File: src/rtl/div_prog_if.sv
// Config handshake and divided-clock outputs of the programmable clock divider.
interface div_prog_if #(
    parameter int unsigned CNT_W = 16
) ();
    logic             en;
    logic             cfg_valid;
    logic             cfg_ready;
    logic [CNT_W-1:0] div_val;
    logic [CNT_W-1:0] high_val;
    logic             clk_div;
    logic             tick;
    logic             cfg_err;

    modport master (
        output en, cfg_valid, div_val, high_val,
        input  cfg_ready, clk_div, tick, cfg_err
    );

    modport slave (
        input  en, cfg_valid, div_val, high_val,
        output cfg_ready, clk_div, tick, cfg_err
    );
endinterface

File: src/rtl/div_prog.sv
// Programmable clock divider with duty-cycle control; new ratios are staged
// and applied only at a period boundary (or while stopped), so the output never glitches.
module div_prog #(
    parameter int unsigned CNT_W   = 16,
    parameter int unsigned DEF_DIV = 4
) (
    input  logic        clk,
    input  logic        rst_n,
    div_prog_if.slave   bus
);
    localparam logic [CNT_W-1:0] DEF_DIV_W  = CNT_W'(DEF_DIV);
    localparam logic [CNT_W-1:0] DEF_HIGH_W = CNT_W'(DEF_DIV >> 1);
    localparam logic [CNT_W-1:0] ONE        = CNT_W'(1);
    localparam logic [CNT_W-1:0] TWO        = CNT_W'(2);

    logic [CNT_W-1:0] cnt;
    logic [CNT_W-1:0] div_act;
    logic [CNT_W-1:0] high_act;
    logic [CNT_W-1:0] pend_div;
    logic [CNT_W-1:0] pend_high;
    logic             pend_vld;

    logic             last_c;
    logic             apply_c;
    logic             xfer_c;
    logic             bad_c;

    always_comb begin
        last_c  = (cnt == div_act - ONE);
        apply_c = pend_vld & (~bus.en | last_c);
        xfer_c  = bus.cfg_valid & ~pend_vld;
        bad_c   = (bus.div_val < TWO) |
                  ((bus.high_val != '0) & (bus.high_val >= bus.div_val));
    end

    assign bus.cfg_ready = ~pend_vld;

    // Rst_n is active-high despite its name; it clears everything immediately.
    always_ff @(posedge clk or posedge rst_n) begin
        if (rst_n) begin
            cnt         <= '0;
            div_act     <= DEF_DIV_W;
            high_act    <= DEF_HIGH_W;
            pend_div    <= '0;
            pend_high   <= '0;
            pend_vld    <= 1'b0;
            bus.clk_div <= 1'b0;
            bus.tick    <= 1'b0;
            bus.cfg_err <= 1'b0;
        end else begin
            cnt         <= (bus.en && !last_c) ? cnt + ONE : '0;
            bus.clk_div <= bus.en & (cnt < high_act);
            bus.tick    <= bus.en & last_c;
            bus.cfg_err <= 1'b0;

            // A pending config blocks new transfers, so apply and accept are exclusive.
            if (apply_c) begin
                div_act  <= pend_div;
                high_act <= pend_high;
                pend_vld <= 1'b0;
            end else if (xfer_c) begin
                if (bad_c) begin
                    bus.cfg_err <= 1'b1;
                end else begin
                    pend_div  <= bus.div_val;
                    pend_high <= (bus.high_val == '0) ? (bus.div_val >> 1) : bus.high_val;
                    pend_vld  <= 1'b1;
                end
            end
        end
    end
endmodule

File: src/flat_wrapper.sv
// flat-port wrapper written by rule: the top's interface ports become plain ports
module div_prog_flat 
#(
    parameter int unsigned CNT_W   = 16,
    parameter int unsigned DEF_DIV = 4
)
  (clk, rst_n, bus_en, bus_cfg_valid, bus_div_val, bus_high_val, bus_cfg_ready, bus_clk_div, bus_tick, bus_cfg_err);
  div_prog_if #(.CNT_W(CNT_W)) bus_i ();
  input  logic clk;
  input  logic rst_n;
  input wire logic [$bits(bus_i.en)-1:0] bus_en;
  input wire logic [$bits(bus_i.cfg_valid)-1:0] bus_cfg_valid;
  input wire logic [$bits(bus_i.div_val)-1:0] bus_div_val;
  input wire logic [$bits(bus_i.high_val)-1:0] bus_high_val;
  output wire logic [$bits(bus_i.cfg_ready)-1:0] bus_cfg_ready;
  output wire logic [$bits(bus_i.clk_div)-1:0] bus_clk_div;
  output wire logic [$bits(bus_i.tick)-1:0] bus_tick;
  output wire logic [$bits(bus_i.cfg_err)-1:0] bus_cfg_err;
  assign bus_i.en = bus_en;
  assign bus_i.cfg_valid = bus_cfg_valid;
  assign bus_i.div_val = bus_div_val;
  assign bus_i.high_val = bus_high_val;
  assign bus_cfg_ready = bus_i.cfg_ready;
  assign bus_clk_div = bus_i.clk_div;
  assign bus_tick = bus_i.tick;
  assign bus_cfg_err = bus_i.cfg_err;
  div_prog #(.CNT_W(CNT_W), .DEF_DIV(DEF_DIV)) u_core (.clk(clk), .rst_n(rst_n), .bus(bus_i));
endmodule
File: config.mk
export PLATFORM = sky130hd
export DESIGN_NAME = div_prog_flat
export DESIGN_NICKNAME = d
export VERILOG_FILES = /design/src/rtl/div_prog_if.sv /design/src/rtl/div_prog.sv /design/src/flat_wrapper.sv
export SDC_FILE = /design/constraint.sdc
export NUM_CORES = 1
export LEC_CHECK = 0
export ABC_AREA = 1
export CAP_MARGIN = 40
export CELL_PAD_IN_SITES_DETAIL_PLACEMENT = 1
export CELL_PAD_IN_SITES_GLOBAL_PLACEMENT = 1
export CORE_MARGIN = 2
export CORE_UTILIZATION = 39
export CTS_CLUSTER_DIAMETER = 200
export DETAILED_ROUTE_END_ITERATION = 10
export PLACE_DENSITY_LB_ADDON = 0.25
export SLEW_MARGIN = 20
export SYNTH_ARGS = -nofsm -noshare
export SYNTH_HDL_FRONTEND = slang
export SYNTH_SLANG_ARGS = --single-unit
File: constraint.sdc
create_clock -name clk -period 2.8 [get_ports clk]
set_input_delay 0.56 -clock clk [delete_from_list [all_inputs] [get_ports clk]]
set_output_delay 0.56 -clock clk [all_outputs]
set_load 0.005 [all_outputs]
==> results of run 1 <==
-- repair_timing --
action                                  in CTS  in global routing
resized for setup                            0                  1
hold endpoints to repair                     0                  0
endpoints found under the setup margin       0                  6
-- worst max-delay path, delay by kind of cell --
family	cells	cell delay [ps]
adders and majority gates	1	290
buffers and inverters	3	830
AOI/OAI and AO/OA	1	90
and+or+nand+nor	7	990
-- placed cells by master (no fill, tap or decap), drive strengths merged, types with 14 or more instances in the layout --
| cell | count |
|---|---|
| nand2 | 186 |
| inv | 93 |
| dfrtp | 82 |
| nand3 | 55 |
| nor2 | 46 |
| o21ai | 42 |
| clkdlybuf4s50 | 39 |
| ha | 33 |
| a21oi | 26 |
| o21bai | 14 |
-- cell families (layout without fill, tap and decap cells) --
kind of cell,after synthesis,count (layout),synth area share (%)
fa+ha+maj,33,33,8.21
compound gates,85,85,9.30
flops,84,84,41.8
xor+xnor,17,17,2.96
buf+inv,113,158,9.48
simple gates,319,319,28.2
-- Yosys cell counts, types with 3 or more instances --
| cell type | count | area share, % |
|---|---|---|
| a21oi_1 | 26 | 2.6 |
| clkbuf_1 | 7 | 0.52 |
| xnor2_1 | 13 | 2.3 |
| nand2_1 | 178 | 13 |
| ha_1 | 33 | 8.2 |
| nand3b_1 | 5 | 0.75 |
| nand2_2 | 6 | 0.75 |
| nor2_2 | 3 | 0.37 |
| nor2_1 | 41 | 3.1 |
| buf_2 | 6 | 0.60 |
| buf_6 | 6 | 1.3 |
| xor2_1 | 4 | 0.70 |
| nor4_1 | 8 | 0.99 |
| nand4_1 | 6 | 0.75 |
| o21bai_1 | 14 | 2.1 |
| nor3_1 | 12 | 1.2 |
| nand3_1 | 54 | 5.4 |
| o21ai_0 | 42 | 4.2 |
| inv_1 | 93 | 6.9 |
| dfrtp_1 | 82 | 41 |
-- flip-flops by register name, summed over array words and instances, names as in the netlist --
| signal | flops |
|---|---|
| u_core.bus.cfg_err | 1 |
| u_core.bus.clk_div | 1 |
| u_core.bus.tick | 1 |
| u_core.cnt | 16 |
| u_core.div_act | 16 |
| u_core.high_act | 16 |
| u_core.pend_div | 16 |
| u_core.pend_high | 16 |
| u_core.pend_vld | 1 |
-- metal layers --
| metal | vias up | part of all wire (%) | GRT usage, % |
|---|---|---|---|
| li1 | 2159 | - | - |
| met1 | 2029 | 48 | 25.0 |
| met2 | 53 | 49 | 34.5 |
| met3 | 13 | 1.9 | 2.57 |
| met4 | 0 | 1.2 | 5.35 |
| met5 | - | 0 | 0 |
-- cell type report --
cell class | instances | area share (%)
Clock buffer | 9 | 3.81
Inverter | 94 | 5.99
Clock inverter | 7 | 1.31
Sequential cell | 84 | 35.6
Multi-Input combinational cell | 454 | 41.5
Tap cell | 172 | 3.64
Timing Repair Buffer | 48 | 8.16
-- per-stage QoR --
step | total power, mW | setup TNS, ps | std cells
3_3_place_gp | 3.68 | 0 | 852
5_1_grt | 5.42 | 0 | 868
6_report | 4.99 | 0 | 868
4_1_cts | 5.05 | 0 | 868
2_1_floorplan | 3.27 | 0 | 651
3_5_place_dp | 3.82 | -3610 | 852
-- how the worst min path moves through the flow --
stage                           to  slack (ps)  depth (start not counted)
5_1_grt         u_core.high_act[1]         490                          2
3_3_place_gp   u_core.high_act[14]         450                          2
6_report        u_core.high_act[1]         470                          2
3_5_place_dp    u_core.high_act[0]         460                          2
2_1_floorplan  u_core.high_act[12]         440                          2
4_1_cts         u_core.high_act[1]         470                          2
-- report_power, final --
group	total [mW]	switching, mW	internal [mW]
clock	1.20	0.506	0.694
combinational	1.76	1.09	0.671
sequential	2.03	0.371	1.66
total	4.99	1.97	3.02
==> summary.txt, run 1 <==
GRT
  • Largest net degree at the start of global routing: 63
  • Overflow after GRT: 0
  • First-pass GRT wire length: 22100 um
  • Number of global-route vias before repair: roughly 4700
  • Initial antenna violation count: 0
  • Gr usage total: about a fifth

Placement
  • Placement Cell Area: 5610 um2
  • Pre-CTS setup slack: -142 ps
  • PortBufs: 39
  • RePlAce Congestion: ~0.9
  • Detailed placement HPWL: 9840 um

Timing
  • Unrepaired setup endpoints after global routing: false
  • Final period util: 90.7%
  • Max-slew violations: 0
  • Clock Skew: 5.26 ps
  • Hold_ws: 471 ps
  • F_max: 0.394 GHz
  • Fin worst setup slack: ~260 ps
  • Hold Vio Cnt, Final: 0
  • Final Setup Violations: 0
  • Worst Tran Pin Value: 467 ps
  • Final worst path period need: 2540 ps
  • Worst slew margin: 68.9%

Cells and area
  • Antenna cells: 0
  • FILL cells: between 1500 and 2000
  • Synth-to-Final Area Change: 17.6%
  • Layout cell share with drive strength beyond 1: around 6.3%
  • Area of the multi-input gates: 2460 um2
  • Register area: 2100 um2
  • Final #Nets: between 700 and 800
  • Cell area after layout: 5920 um2
  • Final core occ: 46.9%

Setup path
  • Most common cell on crit path: nand2_1
  • CP Cell Sequence: clkdlybuf4s50_1 -> inv_1 -> ha_1 -> nand2_1 -> nor4_2 -> nand2_1 -> nand3_1 -> nand2_1 -> nand3b_1 -> buf_12 -> nand2_1 -> o21ai_0
  • CP Capture Type: flop
  • Crit path kind: input port to flop
  • Worst Setup EP: u_core.pend_high[13]
  • Req. time, crit path: 3050 ps
  • Crit-path slowest cell: clkdlybuf4s50_1
  • Crit start category: input port
  • Crit path DAT: 2790 ps
  • CP max FO: 62
  • FF-to-FF path depth: 12
  • Max incr delay on CP: 490 ps
  • Reg2reg start: u_core.div_act[0]
  • Worst Setup SP: bus_div_val[15]
  • Worst r2r dst: u_core.div_act[10]
  • R2R Setup Slk: 360 ps

Worst hold path
  • Hold crit path type: flop to flop
  • HP Start: u_core.high_act[1]

Clock network
  • H-tree depth: 3
  • Worst-skew pair later-pin latency: 340 ps
  • Clk pin slew, worst setup/hold paths: 70 ps
  • TritonCTS clock tree: built
  • Cts hold-fix bufs: 0
  • Longest Clk Path Bufs: 2
  • Post-CTS setup buffers: 0
  • CTS Root Cell: clkbuf_16
  • Num CTS Buffers: 9
  • Clk sinks: 84

Power
  • Leakage: 2.96 nW
  • Pwr dens: ~840 nW/um2
  • Max rail drop VDD: 0.283 mV

Routing
  • DRT iter0 DRCs: 165
  • Via density: roughly 5
  • DRC viols: 0
  • Drt pass-1 iters: 5
  • Wire per inst: between 10 and 15 um
  • Vias: 4254
  • Final wirelength: ~13000 um
  • Post-route ant nets: 0

Floorplan
  • DIE WIDTH: 118 um
  • Total core area: 12600 um2
  • Die area: 13800 um2
  • Die height: 118 um
  • # rows: 41
  • Top Ports: 40
  • Initial Util: 39.9%

Logic synthesis
  • Avg Cell Area, Syn: ~7.7 um2
  • Top FF cell, synth: dfrtp_1
  • Yosys reg bits: 84
  • Mapped Area: between 5000 and 6000 um2
  • Fraction of registers with async set/reset: 100%
  • Yosys warns: 0
  • Synth Instances: 651
  • Sequential cell area fraction in the yosys report: between 40% and 50%
  • Synthesized net count: 720
  • Number of flops mapped to enable cells by yosys: 0
  • Synth cell types: 29

Outcome
  • Status: completed

Job
  • Max Cap Viol: 0
(Power assumes the default switching activity.)
==> run 2, diff against run 1 <==
Settings changed: CORE_ASPECT_RATIO set to 0.6, SETUP_SLACK_MARGIN set to 0.2.
==> run 2 against run 1 <==
  * Cell count increased by 1.5%
  * Routed wire length increased by 9.7%
  * Sequential share of layout area decreased by 1.1 points
  * Non-clock buffer count increased by 13
  * Count of clock-buffer cells in the layout unchanged
  * Largest power group unchanged
  * Largest cell class unchanged
  * Worst setup slack improved by 82 ps
  * Worst hold slack got worse by 1.2 ps
  * Die area increased by 0.21%
  * Critical path depth unchanged
==> summary.txt, run 2 (synthesis results as in run 1) <==
Outcome
  • Status: completed

Floorplan
  • Die height: 92.0 um (-22%)
  • Die area: 13900 um2 (+0.21%)
  • # rows: 32 (-22%)
  • DIE WIDTH: 151 um (+28%)
  • Initial Util: 39.5% (-0.35 points)
  • Total core area: 12700 um2 (+0.89%)
  • Top Ports: 40 (unchanged)

Clock network
  • Clk pin slew, worst setup/hold paths: 70 ps (about the same)
  • Clk sinks: 84 (unchanged)
  • Num CTS Buffers: 9 (unchanged)
  • Worst-skew pair later-pin latency: 340 ps (about the same)
  • H-tree depth: 3 (unchanged)
  • CTS Root Cell: clkbuf_16
  • TritonCTS clock tree: built
  • Longest Clk Path Bufs: 2 (unchanged)

Setup path
  • Crit path kind: input port to flop
  • Crit start category: input port
  • Req. time, crit path: 3020 ps (-30 ps)
  • FF-to-FF path depth: 14 (+2)
  • CP max FO: 26 (-58%)
  • Reg2reg start: u_core.div_act[3]
  • Crit path DAT: 2670 ps (-120 ps)
  • Worst r2r dst: u_core.high_act[11]
  • R2R Setup Slk: 500 ps (+140 ps)
  • CP Capture Type: flop

Power
  • Clk pwr share: 25.5% (+1.5 points)
  • Switch share: 39.0% (-0.38 points)
  • Net switching power: 2.03 mW (+3.0%)
  • Leakage: 3.07 nW (+3.6%)
  • Combinational share of power: 35.7% (+0.4 points)
  • Register share of total power: 38.8% (-1.9 points)
  • P_int: 3.16 mW (+4.6%)
  • Pwr Total: 5.19 mW (+4.0%)
  • Pwr dens: 850 nW/um2 (+0.72%)
  • Max rail drop VDD: 0.449 mV (+59%)

Timing
  • Unrepaired setup endpoints after global routing: true
  • F_max: 0.407 GHz (+3.3%)
  • Hold Vio Cnt, Final: 0 (unchanged)
  • Final Setup Violations: 0 (unchanged)
  • Fin worst setup slack: 343 ps (+81.5 ps)
  • Final worst path period need: 2460 ps (-81.5 ps)
  • Worst Tran Pin Value: 653 ps (+186 ps)
  • Clock Skew: 9.13 ps (+3.87 ps)
  • Final period util: 87.7% (-2.9 points)
  • Sum Neg Setup Slack: 0 ps (unchanged)
  • Worst slew margin: 56.3% (-13 points)
  • Hold_ws: 469 ps (-1.21 ps)
  • Max-slew violations: 0 (unchanged)

Worst hold path
  • Hold Crit Depth: 2 (unchanged)
  • Hold Path Sink: u_core.high_act[1]
  • HP Start: u_core.high_act[1]
  • Hold crit path type: flop to flop

Routing
  • Drt pass-1 iters: 4 (-1)
  • Met2 wire length: 6410 um (+3.7%)
  • Wire per inst: 15.7 um (+8.1%)
  • Final wirelength: 13900 um (+9.7%)
  • DRT iter0 DRCs: 218 (+32%)
  • DRC viols: 0 (unchanged)
  • Max Used Layer: met4
  • Vias: 4432 (+4.2%)
  • Post-route ant nets: 0 (unchanged)
  • Met3 WL: 535 um (+130%)
  • Via density: 5.03 (+2.6%)
  • M1 wire length: 6890 um (+13%)

Cells and area
  • Cell area after layout: 6110 um2 (+3.2%)
  • Layout cell share with drive strength beyond 1: 9.00% (+2.7 points)
  • Most frequent cells in the layout: nand2_1 (178), inv_1 (92), dfrtp_1 (82)
  • Antenna cells: 0 (unchanged)
  • Final core occ: 48.0% (+1.1 points)
  • Finished Layout Cells: 881 (+1.5%)
  • Synth-to-Final Area Change: 21.4%
  • Final #Nets: 775 (+2.0%)
  • Commonest non-fill, non-tap cell in the layout: nand2_1
  • Area of the multi-input gates: 2500 um2 (+1.8%)
  • Register area: 2100 um2 (unchanged)
  • FILL cells: 1583 (-1.4%)

Placement
  • Placed Cells: 857 (+0.59%)
  • PortBufs: 39 (unchanged)
  • Placement Cell Area: 5660 um2 (+0.94%)
  • RePlAce Congestion: 0.886 (+1.3%)
  • Detailed placement HPWL: 10200 um (+3.6%)
  • Pre-CTS setup slack: -31.5 ps (+111 ps)

Job
  • Max Cap Viol: 0 (unchanged)

GRT
  • Overflow after GRT: 0 (unchanged)
  • Largest net degree at the start of global routing: 85 (+35%)
  • First-pass GRT wire length: 23500 um (+6.4%)
  • Initial antenna violation count: 0 (unchanged)
  • Number of global-route vias before repair: 4822 (+2.7%)
  • Gr usage total: 21.5% (+2.1 points)
## run 2: area by class of cell
type | count | area share, %
clock inverter | 7 | 1.78
clock buffer | 9 | 3.69
multi-input combinational | 456 | 40.9
inverter | 94 | 5.84
tap | 170 | 3.48
sequential | 84 | 34.5
timing repair buffer | 61 | 9.80
## run 2: worst max-delay path by stage
stage | from | to | slack (ps) | cells after the start
floorplan | bus_div_val[15] | u_core.pend_div[10] | 610 | 11
global placement | bus_div_val[7] | u_core.pend_vld | 100 | 14
detailed placement | bus_div_val[15] | u_core.pend_high[1] | -30 | 11
CTS | bus_div_val[15] | u_core.pend_high[1] | 330 | 11
global route | u_core.div_act[0] | u_core.div_act[6] | 180 | 12
finish | bus_div_val[15] | u_core.pend_div[12] | 340 | 12
## run 2: repair_timing
item                                    CTS  global route
gates resized for setup                   0            10
hold endpoints to repair                  0             0
setup buffers                             0             5
endpoints found under the setup margin    0            59
hold buffers                              0             0
## run 2: worst max-delay path, stage by stage
cell	delay [ps]
clkdlybuf4s50_1	470
inv_1	80
ha_1	310
nand2_1	100
nor4_2	330
nand2_1	90
nand3_1	90
nand2_1	60
nand3b_1	110
buf_4	170
clkbuf_16	190
o21ai_0	90
## run 2: layer usage
| layer | global-route usage [%] | vias to the layer above |
|---|---|---|
| met2 | 35.5 | 56 |
| met4 | 3.35 | 0 |
| met1 | 29.7 | 2172 |
| li1 | - | 2197 |
| met5 | 0 | - |
| met3 | 4.73 | 7 |
## run 2: power by group through the flow
stage	clock, mW	combinational [mW]	sequential, mW
2_1_floorplan	0	1.37	1.90
3_3_place_gp	0	1.68	2.00
3_5_place_dp	0	1.78	2.02
4_1_cts	1.36	1.81	2.01
5_1_grt	1.41	2.17	2.07
6_report	1.32	1.85	2.01
